File: src/rtl/pong_hit_score.sv
// pong_hit_score -- Pong referee stage.
// Watches ball and paddle positions, emits the one-cycle paddle-hit and
// point-scored pulses for the ball block, keeps both scores and flags game over.
// Optional build macro: PONG_HIT_HOLDOFF_EN adds a post-hit holdoff counter
// that ignores further hits for HIT_HOLDOFF cycles.
module pong_hit_score #(
   parameter int PADDLE1_X     = 1,
   parameter int PADDLE2_X     = 38,
   parameter int BALL_X_MIN    = 0,
   parameter int BALL_X_MAX    = 39,
   parameter int PADDLE_HEIGHT = 6,
   parameter int SCORE_WIN     = 9,
   parameter int SCORE_W       = 4,
   parameter int HIT_HOLDOFF   = 4
) (
   input  logic               i_Clock,
   input  logic               i_Reset,
   input  logic [10:0]        i_Ball_X,
   input  logic [10:0]        i_Ball_Y,
   input  logic               i_Ball_Dir,
   input  logic [10:0]        i_Paddle1_Y,
   input  logic [10:0]        i_Paddle2_Y,
   input  logic               i_Space,
   output logic               o_Paddle_Hit,
   output logic               o_Win,
   output logic [SCORE_W-1:0] o_P1_Score,
   output logic [SCORE_W-1:0] o_P2_Score,
   output logic               o_Game_Over,
   output logic               o_Winner
);

   // Reject parameter sets the counters cannot represent.
   if (SCORE_WIN >= (1 << SCORE_W) || HIT_HOLDOFF < 0) begin : g_bad_params
      $error("pong_hit_score: SCORE_W too narrow for SCORE_WIN, or HIT_HOLDOFF negative");
   end

   typedef enum logic [1:0] {IDLE, PLAY, POINT, OVER} state_t;

   state_t             state, state_next;
   logic               space_q;
   logic               scorer, scorer_next;   // 0 = left player scored last, 1 = right
   logic               hit_next, win_next, game_over_next, winner_next;
   logic [SCORE_W-1:0] p1_next, p2_next;
   logic               hit_armed;
   logic               left_hit, right_hit, left_miss, right_miss;
   logic               left_in_range, right_in_range;
   logic [11:0]        ball_y_w, p1_top_w, p2_top_w;

   // Widen to 12 bits so paddle_Y + PADDLE_HEIGHT cannot wrap near the top of the range.
   assign ball_y_w       = {1'b0, i_Ball_Y};
   assign p1_top_w       = {1'b0, i_Paddle1_Y};
   assign p2_top_w       = {1'b0, i_Paddle2_Y};
   assign left_in_range  = (ball_y_w >= p1_top_w) && (ball_y_w < p1_top_w + 12'(PADDLE_HEIGHT));
   assign right_in_range = (ball_y_w >= p2_top_w) && (ball_y_w < p2_top_w + 12'(PADDLE_HEIGHT));

   assign left_hit   = !i_Ball_Dir && (i_Ball_X == 11'(PADDLE1_X + 1)) && left_in_range  && hit_armed;
   assign right_hit  =  i_Ball_Dir && (i_Ball_X == 11'(PADDLE2_X - 1)) && right_in_range && hit_armed;
   assign left_miss  = !i_Ball_Dir && (i_Ball_X <= 11'(BALL_X_MIN));
   assign right_miss =  i_Ball_Dir && (i_Ball_X >= 11'(BALL_X_MAX));

`ifdef PONG_HIT_HOLDOFF_EN
   localparam int HOLD_W = (HIT_HOLDOFF > 1) ? $clog2(HIT_HOLDOFF + 1) : 1;

   logic [HOLD_W-1:0] holdoff, holdoff_next;

   assign hit_armed = (holdoff == '0);

   // Holdoff next value: reload on an accepted hit, otherwise count down to 0.
   always_comb begin
      holdoff_next = (holdoff != '0) ? holdoff - 1'b1 : '0;
      if (state == PLAY && (left_hit || right_hit)) begin
         holdoff_next = HOLD_W'(HIT_HOLDOFF);
      end
   end

   // Holdoff counter register.
   always_ff @(posedge i_Clock) begin
      if (i_Reset) holdoff <= '0;
      else         holdoff <= holdoff_next;
   end
`else
   // Without the counter every cycle that meets the hit geometry is a hit.
   assign hit_armed = 1'b1;
`endif

   function automatic logic [SCORE_W-1:0] sat_inc(input logic [SCORE_W-1:0] s);
      return (s >= SCORE_W'(SCORE_WIN)) ? s : s + 1'b1;
   endfunction

   // Next-state and next-output logic for the referee FSM.
   always_comb begin
      // NOTE: every signal gets a default before the case so no path infers a latch.
      state_next     = state;
      hit_next       = 1'b0;
      win_next       = 1'b0;
      p1_next        = o_P1_Score;
      p2_next        = o_P2_Score;
      game_over_next = o_Game_Over;
      winner_next    = o_Winner;
      scorer_next    = scorer;
      case (state)
         IDLE: begin
            if (i_Space) state_next = PLAY;
         end
         PLAY: begin
            if (left_hit || right_hit) begin
               hit_next = 1'b1;
            end else if (left_miss) begin
               p2_next     = sat_inc(o_P2_Score);
               win_next    = 1'b1;
               scorer_next = 1'b1;
               state_next  = POINT;
            end else if (right_miss) begin
               p1_next     = sat_inc(o_P1_Score);
               win_next    = 1'b1;
               scorer_next = 1'b0;
               state_next  = POINT;
            end
         end
         POINT: begin
            // The score was bumped on entry to POINT; decide whether it ended the game.
            if ((scorer ? o_P2_Score : o_P1_Score) == SCORE_W'(SCORE_WIN)) begin
               game_over_next = 1'b1;
               winner_next    = scorer;
               state_next     = OVER;
            end else begin
               state_next = IDLE;
            end
         end
         OVER: begin
            // Only a fresh press restarts; a key held since before game over does not.
            if (i_Space && !space_q) begin
               p1_next        = '0;
               p2_next        = '0;
               game_over_next = 1'b0;
               state_next     = IDLE;
            end
         end
         default: state_next = IDLE;
      endcase
   end

   // FSM state register.
   always_ff @(posedge i_Clock) begin
      // NOTE: sequential state uses non-blocking assignments so all registers update together.
      if (i_Reset) state <= IDLE;
      else         state <= state_next;
   end

   // Registered outputs, scores and key history.
   always_ff @(posedge i_Clock) begin
      if (i_Reset) begin
         o_Paddle_Hit <= 1'b0;
         o_Win        <= 1'b0;
         o_P1_Score   <= '0;
         o_P2_Score   <= '0;
         o_Game_Over  <= 1'b0;
         o_Winner     <= 1'b0;
         scorer       <= 1'b0;
         space_q      <= 1'b0;
      end else begin
         o_Paddle_Hit <= hit_next;
         o_Win        <= win_next;
         o_P1_Score   <= p1_next;
         o_P2_Score   <= p2_next;
         o_Game_Over  <= game_over_next;
         o_Winner     <= winner_next;
         scorer       <= scorer_next;
         space_q      <= i_Space;
      end
   end

endmodule
File: config.mk
export PLATFORM = sky130hd
export DESIGN_NAME = pong_hit_score
export DESIGN_NICKNAME = d
export VERILOG_FILES = /design/src/rtl/pong_hit_score.sv
export SDC_FILE = /design/constraint.sdc
export NUM_CORES = 1
export LEC_CHECK = 0
export BUFFER_PORTS_ARGS = -buffer_cell sky130_fd_sc_hd__buf_4
export CORE_ASPECT_RATIO = 0.6
export CORE_MARGIN = 2
export CORE_UTILIZATION = 25
export CTS_CLUSTER_SIZE = 25
export DETAILED_ROUTE_END_ITERATION = 8
export HOLD_SLACK_MARGIN = 0.08
export REMOVE_ABC_BUFFERS = 1
export SLEW_MARGIN = 20
export SYNTH_ARGS = -nofsm -noshare
export SYNTH_HDL_FRONTEND = slang
export SYNTH_SLANG_ARGS = --single-unit
File: constraint.sdc
create_clock -name i_Clock -period 2.6 [get_ports i_Clock]
set_input_delay 0 -clock i_Clock [delete_from_list [all_inputs] [get_ports i_Clock]]
set_output_delay 0 -clock i_Clock [all_outputs]
set_load 0.05 [all_outputs]
==> impl_metrics.csv, run 1 <==
group,metric,value,unit
critical_path,reg2reg_depth,7,
route,ant_nets,0,
route,first_iter_violations,138,
critical_path,cp_slowest_stage_delay,0.48,ns
route,num_vias,2183,
placed_design,io_buffers,59,
global_routing,grt.overflow.total,0,
synthesis,synth_area_per_cell,8.241,um^2
flow_run,cap_violations,0,
timing,setup_viol,0,
clocking,cts_setup_buffers,0,
placed_design,place_hpwl,5026,um
finish,antenna_cells,0,
critical_path,start_kind,"flop",
global_routing,antenna_found_initial,0,
critical_path,crit_chain,"inv_1 > ha_1 > or3b_2 > a21oi_1 > nand3_1 > or4b_1 > a21oi_1",
timing,max_freq,447.7,MHz
finish,area_growth,32.52,%
timing,finalCritPeriodShare,85.91,%
power_and_ir_drop,seqPwrFrac,28.1,%
route,via_per_inst,4.984,
finish,final_util,33.83,%
clocking,path_clk_slew,0.05,ns
synthesis,synth_cell_type_count,50,
power_and_ir_drop,intPower,0.6419,mW
power_and_ir_drop,power_leakage,1.370,nW
critical_path,r2r_setup_slack,0.37,ns
clocking,numCtsBuffers,3,
placed_design,gp_congestion,0.8039,
critical_path,path_depth,7,
floorplan,core_area,8426,um^2
synthesis,synth_async_sr_flop_share,0,%
critical_path,crit_arrival,2.42,ns
route,firstDrtPassIters,4,
timing,hold_violations,0,
critical_path,path_common_cell,"a21oi_1",
critical_path,path_delay_family,"simple AND/OR/NAND/NOR gates",
power_and_ir_drop,p_comb_share,35.2,%
power_and_ir_drop,power_density,320.2,nW/um^2
timing,slew-limit-headroom,61.64,%
critical_path,timing.rr.start,"o_P1_Score[1]$_SDFFE_PP0P_",
floorplan,dieArea,9385,um^2
finish,drive_gt1_share,23.31,%
synthesis,synth-warning-count,0,
route,drcViolationCount,0,
synthesis,synth_edf_count,0,
synthesis,ys_seq_elements,16,
critical_path,endpoint_kind,"flop",
power_and_ir_drop,p_sw_share,29.66,%
timing,rsz0062_at_grt,"false",
global_routing,grt_max_degree,15,
finish,nets,425,
power_and_ir_drop,clkPwrFrac,36.6,%
clocking,clkLatencyLatePin,0.25,ns
critical_path,crit_slowest_cell,"or4b_1",
synthesis,synth_ff_type,"dfxtp_1",
global_routing,grtUsageTotal,12.80,%
synthesis,syn-instance-count,261,
global_routing,grt_pass1_wl,9570,um
clocking,max-clock-path-buffers,2,
critical_path,crit_fanout,6,
synthesis,synth.cell_area,2151,um^2
critical_path,crit_buf_inv,1,
critical_path,worst_r2r_endpoint,"o_P1_Score[2]$_SDFFE_PP0P_",
floorplan,rows,26,
clocking,hold_buffers,2,
clocking,post_cts_resized,0,
clocking,cts_htree_levels,1,
critical_path,worstSetupEndpoint,"o_P1_Score[2]$_SDFFE_PP0P_",
floorplan,start_util,25.53,%
critical_path,crit_start,"o_P1_Score[1]$_SDFFE_PP0P_",
clocking,cts_root_buf,"clkbuf_16",
timing,finalSetupTns,0,ns
route,wl,5896,um
synthesis,yosysSeqAreaShare,14.89,%
timing,slew_violations,0,
timing,min_period,2.234,ns
timing,worst_pin_slew,0.5705,ns
global_routing,grt_pass1_vias,2033,
floorplan,die_w,123.7,um
power_and_ir_drop,peakVddDrop,0.2198,mV
clocking,cts_tree,"built",
timing,fin_skew,0.001766,ns
floorplan,pin_count,60,
hold_path,hold_path.class,"in -> reg",
critical_path,path_class,"reg -> reg",
critical_path,worstPathRequired,2.78,ns
finish,fillers,884,
route,wl_per_cell,13.46,um
power_and_ir_drop,p_sw,0.2706,mW
clocking,cts.sinks,16,
floorplan,die_h,75.85,um
status,outcome,"finished, final reports clean",
per-stage QoR:
stage	cell area (um^2)	instances	hold WS (ns)	worst slack (ns)	total power [mW]
2_1_floorplan	2143	259	0.06907	0.1997	0.4463
3_3_place_gp	2741	432	0.2692	0.4326	0.5706
3_5_place_dp	2741	432	0.2835	0.4179	0.5783
4_1_cts	2850	438	0.09219	0.3956	0.9206
5_1_grt	2850	438	0.09908	0.1859	0.9795
6_report	2850	438	0.08985	0.3663	0.9126
cell type report:
type                            count  area [um^2]  area share, %
Clock buffer                        4        88.84          3.117
Inverter                           30        112.6          3.951
Multi-Input combinational cell    213         1710          60.01
Sequential cell                    16        320.3          11.24
Tap cell                          112        140.1          4.917
Timing Repair Buffer               63        478.0          16.77
power groups by stage:
stage / Clock (mW) / Sequential [mW] / Combinational, mW
global placement: 0 / 0.262 / 0.309
finish: 0.334 / 0.257 / 0.321
floorplan: 0 / 0.268 / 0.179
detailed placement: 0 / 0.262 / 0.316
global route: 0.356 / 0.258 / 0.366
CTS: 0.343 / 0.257 / 0.321
logic make-up after synthesis:
logic type | Yosys count | synth area share (%)
adder cells (fa/ha/maj) | 50 | 29.09
multiplexers | 2 | 0.9308
AND/OR/NAND/NOR | 72 | 20.07
AO/OA/AOI/OAI | 73 | 22.92
flip-flops | 16 | 14.89
buffers and inverters | 32 | 5.585
XOR/XNOR | 16 | 6.516
worst min-delay path by stage:
stage	from	end	slack, ns	cells after the start
after global routing	i_Ball_Dir	o_Paddle_Hit$_SDFF_PP0_	0.1	3
after detailed placement	i_Reset	state[1]$_SDFFE_PP0P_	0.28	2
after CTS	i_Ball_Dir	o_Paddle_Hit$_SDFF_PP0_	0.09	3
after global placement	i_Space	space_q$_SDFF_PP0_	0.27	2
after floorplan	i_Reset	o_Game_Over$_SDFFE_PP0P_	0.07	1
final	i_Ball_Dir	o_Paddle_Hit$_SDFF_PP0_	0.09	3
layout by cell type, fill, tap and decap left out, types with 4 or more instances in the layout:
cell type   n
buf_4      61
nand4_1     4
xnor2_1    14
a31oi_1     6
nand2b_1    4
nor2_1     10
nor2b_1     4
or2_2       4
a21o_1      8
o21ai_0    14
nor3_1      5
nand3_1    12
ha_1       50
nand2_1     8
a21oi_1    18
dfxtp_1    16
inv_1      30
synthesized netlist by cell type (3+ instances only):
| master | n | area [um^2] |
|---|---|---|
| and3_1 | 3 | 18.77 |
| nor3_1 | 5 | 25.02 |
| nor2_1 | 10 | 37.54 |
| or3_1 | 3 | 18.77 |
| o21ai_0 | 14 | 70.07 |
| inv_1 | 30 | 112.6 |
| a221oi_1 | 3 | 26.28 |
| nand3_1 | 12 | 60.06 |
| a21oi_1 | 18 | 90.09 |
| nor2b_1 | 4 | 25.02 |
| nand2b_1 | 4 | 25.02 |
| o2111ai_1 | 3 | 26.28 |
| a21o_1 | 8 | 60.06 |
| nand2_1 | 8 | 30.03 |
| dfxtp_1 | 16 | 320.3 |
| xnor2_1 | 14 | 122.6 |
| or2_2 | 4 | 25.02 |
| nand4_1 | 4 | 25.02 |
| ha_1 | 50 | 625.6 |
| nor4_1 | 3 | 18.77 |
| a31oi_1 | 6 | 37.54 |
flip-flops by register name, summed over array words and instances, names as in the netlist:
register / flops
o_Win: 1
o_Winner: 1
scorer: 1
state: 2
o_Paddle_Hit: 1
o_P1_Score: 4
o_P2_Score: 4
space_q: 1
o_Game_Over: 1
worst register-to-register path, stage by stage, from the launching register on:
cell and delay, ns:
dfxtp_1 0.41, inv_1 0.09, ha_1 0.18, or3b_2 0.43, a21oi_1 0.27, nand3_1 0.17
or4b_1 0.48, a21oi_1 0.14
routing by layer:
layer / GRT usage (%) / wire length [um] / share of wire [%]
met1: 19.32 / 3113 / 53
met3: 2.171 / 309 / 5.2
met5: 0 / 0 / 0
met4: 1.894 / 44 / 0.75
met2: 19.29 / 2429 / 41
No activity file was read; power rests on OpenSTA's default activity.
==> inputs of run 2 (changes only) <==
- CORE_ASPECT_RATIO: 0.6 -> unset
- MAX_ROUTING_LAYER: unset -> met4
==> run 2 against run 1 <==
  * Routed wire length decreased by 5.2%
  * Maximum frequency increased by 2.8%
  * Clock skew increased by 0.0021 ns
  * Non-clock buffer count unchanged
  * Count of clock-buffer cells in the layout unchanged
  * Sequential share of layout area increased by 0.16 points
  * Die area decreased by 0.25%
  * Hold slack improved by 0.022 ns
  * Utilization increased by 0.20 points
  * Sequential cell count unchanged
  * Critical endpoint unchanged
  * Highest routed layer unchanged
==> impl_metrics.csv, run 2 (synthesis gave the netlist of run 1 again) <==
group,metric,value,unit
hold_path,min_path_cells,3,
floorplan,dieArea,9362,um^2
critical_path,crit_chain,"inv_1 > ha_1 > or3b_2 > a21oi_1 > nand3_1 > or4b_1 > a21oi_1",
power_and_ir_drop,power_density,285.7,nW/um^2
timing,finalCritPeriodShare,83.54,%
global_routing,grt_max_degree,15,
status,outcome,"finished, final reports clean",
clocking,cts_setup_buffers,0,
finish,fillers,847,
floorplan,rows,33,
critical_path,path_class,"reg -> reg",
finish,area_growth,30.66,%
placed_design,gp_congestion,0.9225,
clocking,cts_root_buf,"clkbuf_8",
critical_path,cp_slowest_stage_delay,0.48,ns
placed_design,dp_cells,424,
clocking,post_cts_resized,0,
finish,nets,425,
clocking,cts_tree,"built",
finish,multi_input_area,1710,um^2
finish,biggestRegsByFlops,"o_P1_Score: 4 flops, o_P2_Score: 4 flops, state: 2 flops",
global_routing,grt.overflow.total,0,
route,first_iter_violations,57,
floorplan,die_w,96.76,um
finish,final_common_cell,"buf_4",
global_routing,grt_pass1_vias,2088,
critical_path,crit_fanout,6,
clocking,numCtsBuffers,3,
critical_path,timing.rr.start,"o_P1_Score[1]$_SDFFE_PP0P_",
critical_path,reg2reg_depth,7,
floorplan,die_h,96.76,um
route,ant_nets,0,
timing,setup_viol,0,
finish,final_cell_mix,"60 x buf_4, 50 x ha_1, 30 x inv_1",
critical_path,worst_r2r_endpoint,"o_P1_Score[2]$_SDFFE_PP0P_",
route,num_vias,2141,
timing,slew_violations,0,
clocking,cts.sinks,16,
critical_path,crit_arrival,2.36,ns
floorplan,start_util,26.05,%
clocking,max-clock-path-buffers,2,
timing,min_period,2.172,ns
critical_path,crit_buf_inv,1,
flow_run,cap_violations,0,
critical_path,path_delay_family,"simple AND/OR/NAND/NOR gates",
global_routing,use_met1,16.04,%
timing,fin_skew,0.003848,ns
finish,antenna_cells,0,
finish,ff_latch_area,320.3,um^2
hold_path,hp-start,"i_Ball_Dir",
route,firstDrtPassIters,4,
placed_design,place_hpwl,4768,um
floorplan,core_area,8258,um^2
timing,max_freq,460.4,MHz
route,wl_per_cell,12.97,um
hold_path,hold_path.class,"in -> reg",
global_routing,top_usage_layer,"met2",
clocking,path_clk_slew,0.07,ns
critical_path,crit_slowest_cell,"or4b_1",
critical_path,worstPathRequired,2.79,ns
critical_path,r2r_setup_slack,0.43,ns
global_routing,antenna_found_initial,0,
critical_path,endpoint_kind,"flop",
critical_path,path_common_cell,"a21oi_1",
global_routing,grt_pass1_wl,9411,um
timing,hold_violations,0,
global_routing,use_met2,19.82,%
critical_path,start_kind,"flop",
global_routing,grtUsageTotal,12.11,%
timing,rsz0062_at_grt,"false",
route,via_per_inst,4.968,
power_and_ir_drop,power_leakage,1.354,nW
clocking,cts_htree_levels,1,
route,drcViolationCount,0,
timing,finalSetupTns,0,ns
hold_path,whs_endpoint,"o_Paddle_Hit$_SDFF_PP0_",
timing,slew-limit-headroom,58.10,%
finish,drive_gt1_share,23.01,%
clocking,clkLatencyLatePin,0.25,ns
timing,worst_pin_slew,0.6227,ns
placed_design,io_buffers,59,
floorplan,pin_count,60,
power_and_ir_drop,peakVddDrop,0.1642,mV
finish,final_cells,431,
global_routing,use_met3,0.7225,%
route,wl,5589,um
## run 2: cell count changes in the layout (fill, tap and decap cells not counted)
cell	delta
dlygate4sd3_1	+1
clkbuf_8	+3
clkbuf_16	-3
buf_4	-1
## run 2: what timing repair did
item / CTS / global route
endpoints found under the setup margin: 0 / 0
hold buffers: 3 / 0
endpoints found under the hold margin: 10 / 0
## run 2: cell type report
class                   instances  area share, %
clock buffers                   4          1.959
flip-flops and latches         16          11.40
well taps                     105          4.675
multi-input cells             213          60.86
repair buffers                 63          17.10
inverters                      30          4.007
## run 2: worst max-delay path by stage
| stage | startpoint | to | cells after the start |
|---|---|---|---|
| after floorplan | o_P1_Score[1]$_SDFFE_PP0P_ | o_P1_Score[2]$_SDFFE_PP0P_ | 7 |
| after global placement | i_Paddle1_Y[1] | o_Paddle_Hit$_SDFF_PP0_ | 12 |
| after detailed placement | i_Paddle1_Y[1] | o_Paddle_Hit$_SDFF_PP0_ | 12 |
| after CTS | o_P1_Score[1]$_SDFFE_PP0P_ | o_P1_Score[2]$_SDFFE_PP0P_ | 7 |
| after global routing | o_P1_Score[1]$_SDFFE_PP0P_ | o_P1_Score[2]$_SDFFE_PP0P_ | 7 |
| final | o_P1_Score[1]$_SDFFE_PP0P_ | o_P1_Score[2]$_SDFFE_PP0P_ | 7 |
## run 2: power breakdown
group	internal (mW)	total, mW	switching [mW]
sequential	0.250	0.257	0.00665
combinational	0.157	0.317	0.159
clock	0.135	0.230	0.0949
total	0.542	0.803	0.261
## run 2: worst register-to-register path, stage by stage (launching register included)
cell and delay, ns:
dfxtp_1 0.40, inv_1 0.09, ha_1 0.17, or3b_2 0.43
a21oi_1 0.24, nand3_1 0.16, or4b_1 0.48, a21oi_1 0.14
## run 2: metal layers
| metal | wire [um] | share of wire, % | vias to the layer above |
|---|---|---|---|
| met1 | 2767 | 50 | 973 |
| li1 | - | - | 1113 |
| met5 | 0 | 0 | - |
| met2 | 2582 | 46 | 47 |
| met4 | 94 | 1.7 | 0 |
| met3 | 145 | 2.6 | 8 |
## run 2: metrics by stage
step | util [%] | hold slack, ns | instance area, um^2 | setup slack [ns] | power (mW)
floorplan | - | 0.06907 | 2143 | 0.1997 | 0.4463
global placement | 33.00 | 0.2588 | 2725 | 0.4192 | 0.5687
detailed placement | 33.00 | 0.2640 | 2725 | 0.3624 | 0.5751
CTS | 34.03 | 0.1196 | 2810 | 0.4231 | 0.8129
global route | 34.03 | 0.1139 | 2810 | 0.3018 | 0.8640
finish | 34.03 | 0.1123 | 2810 | 0.4280 | 0.8030
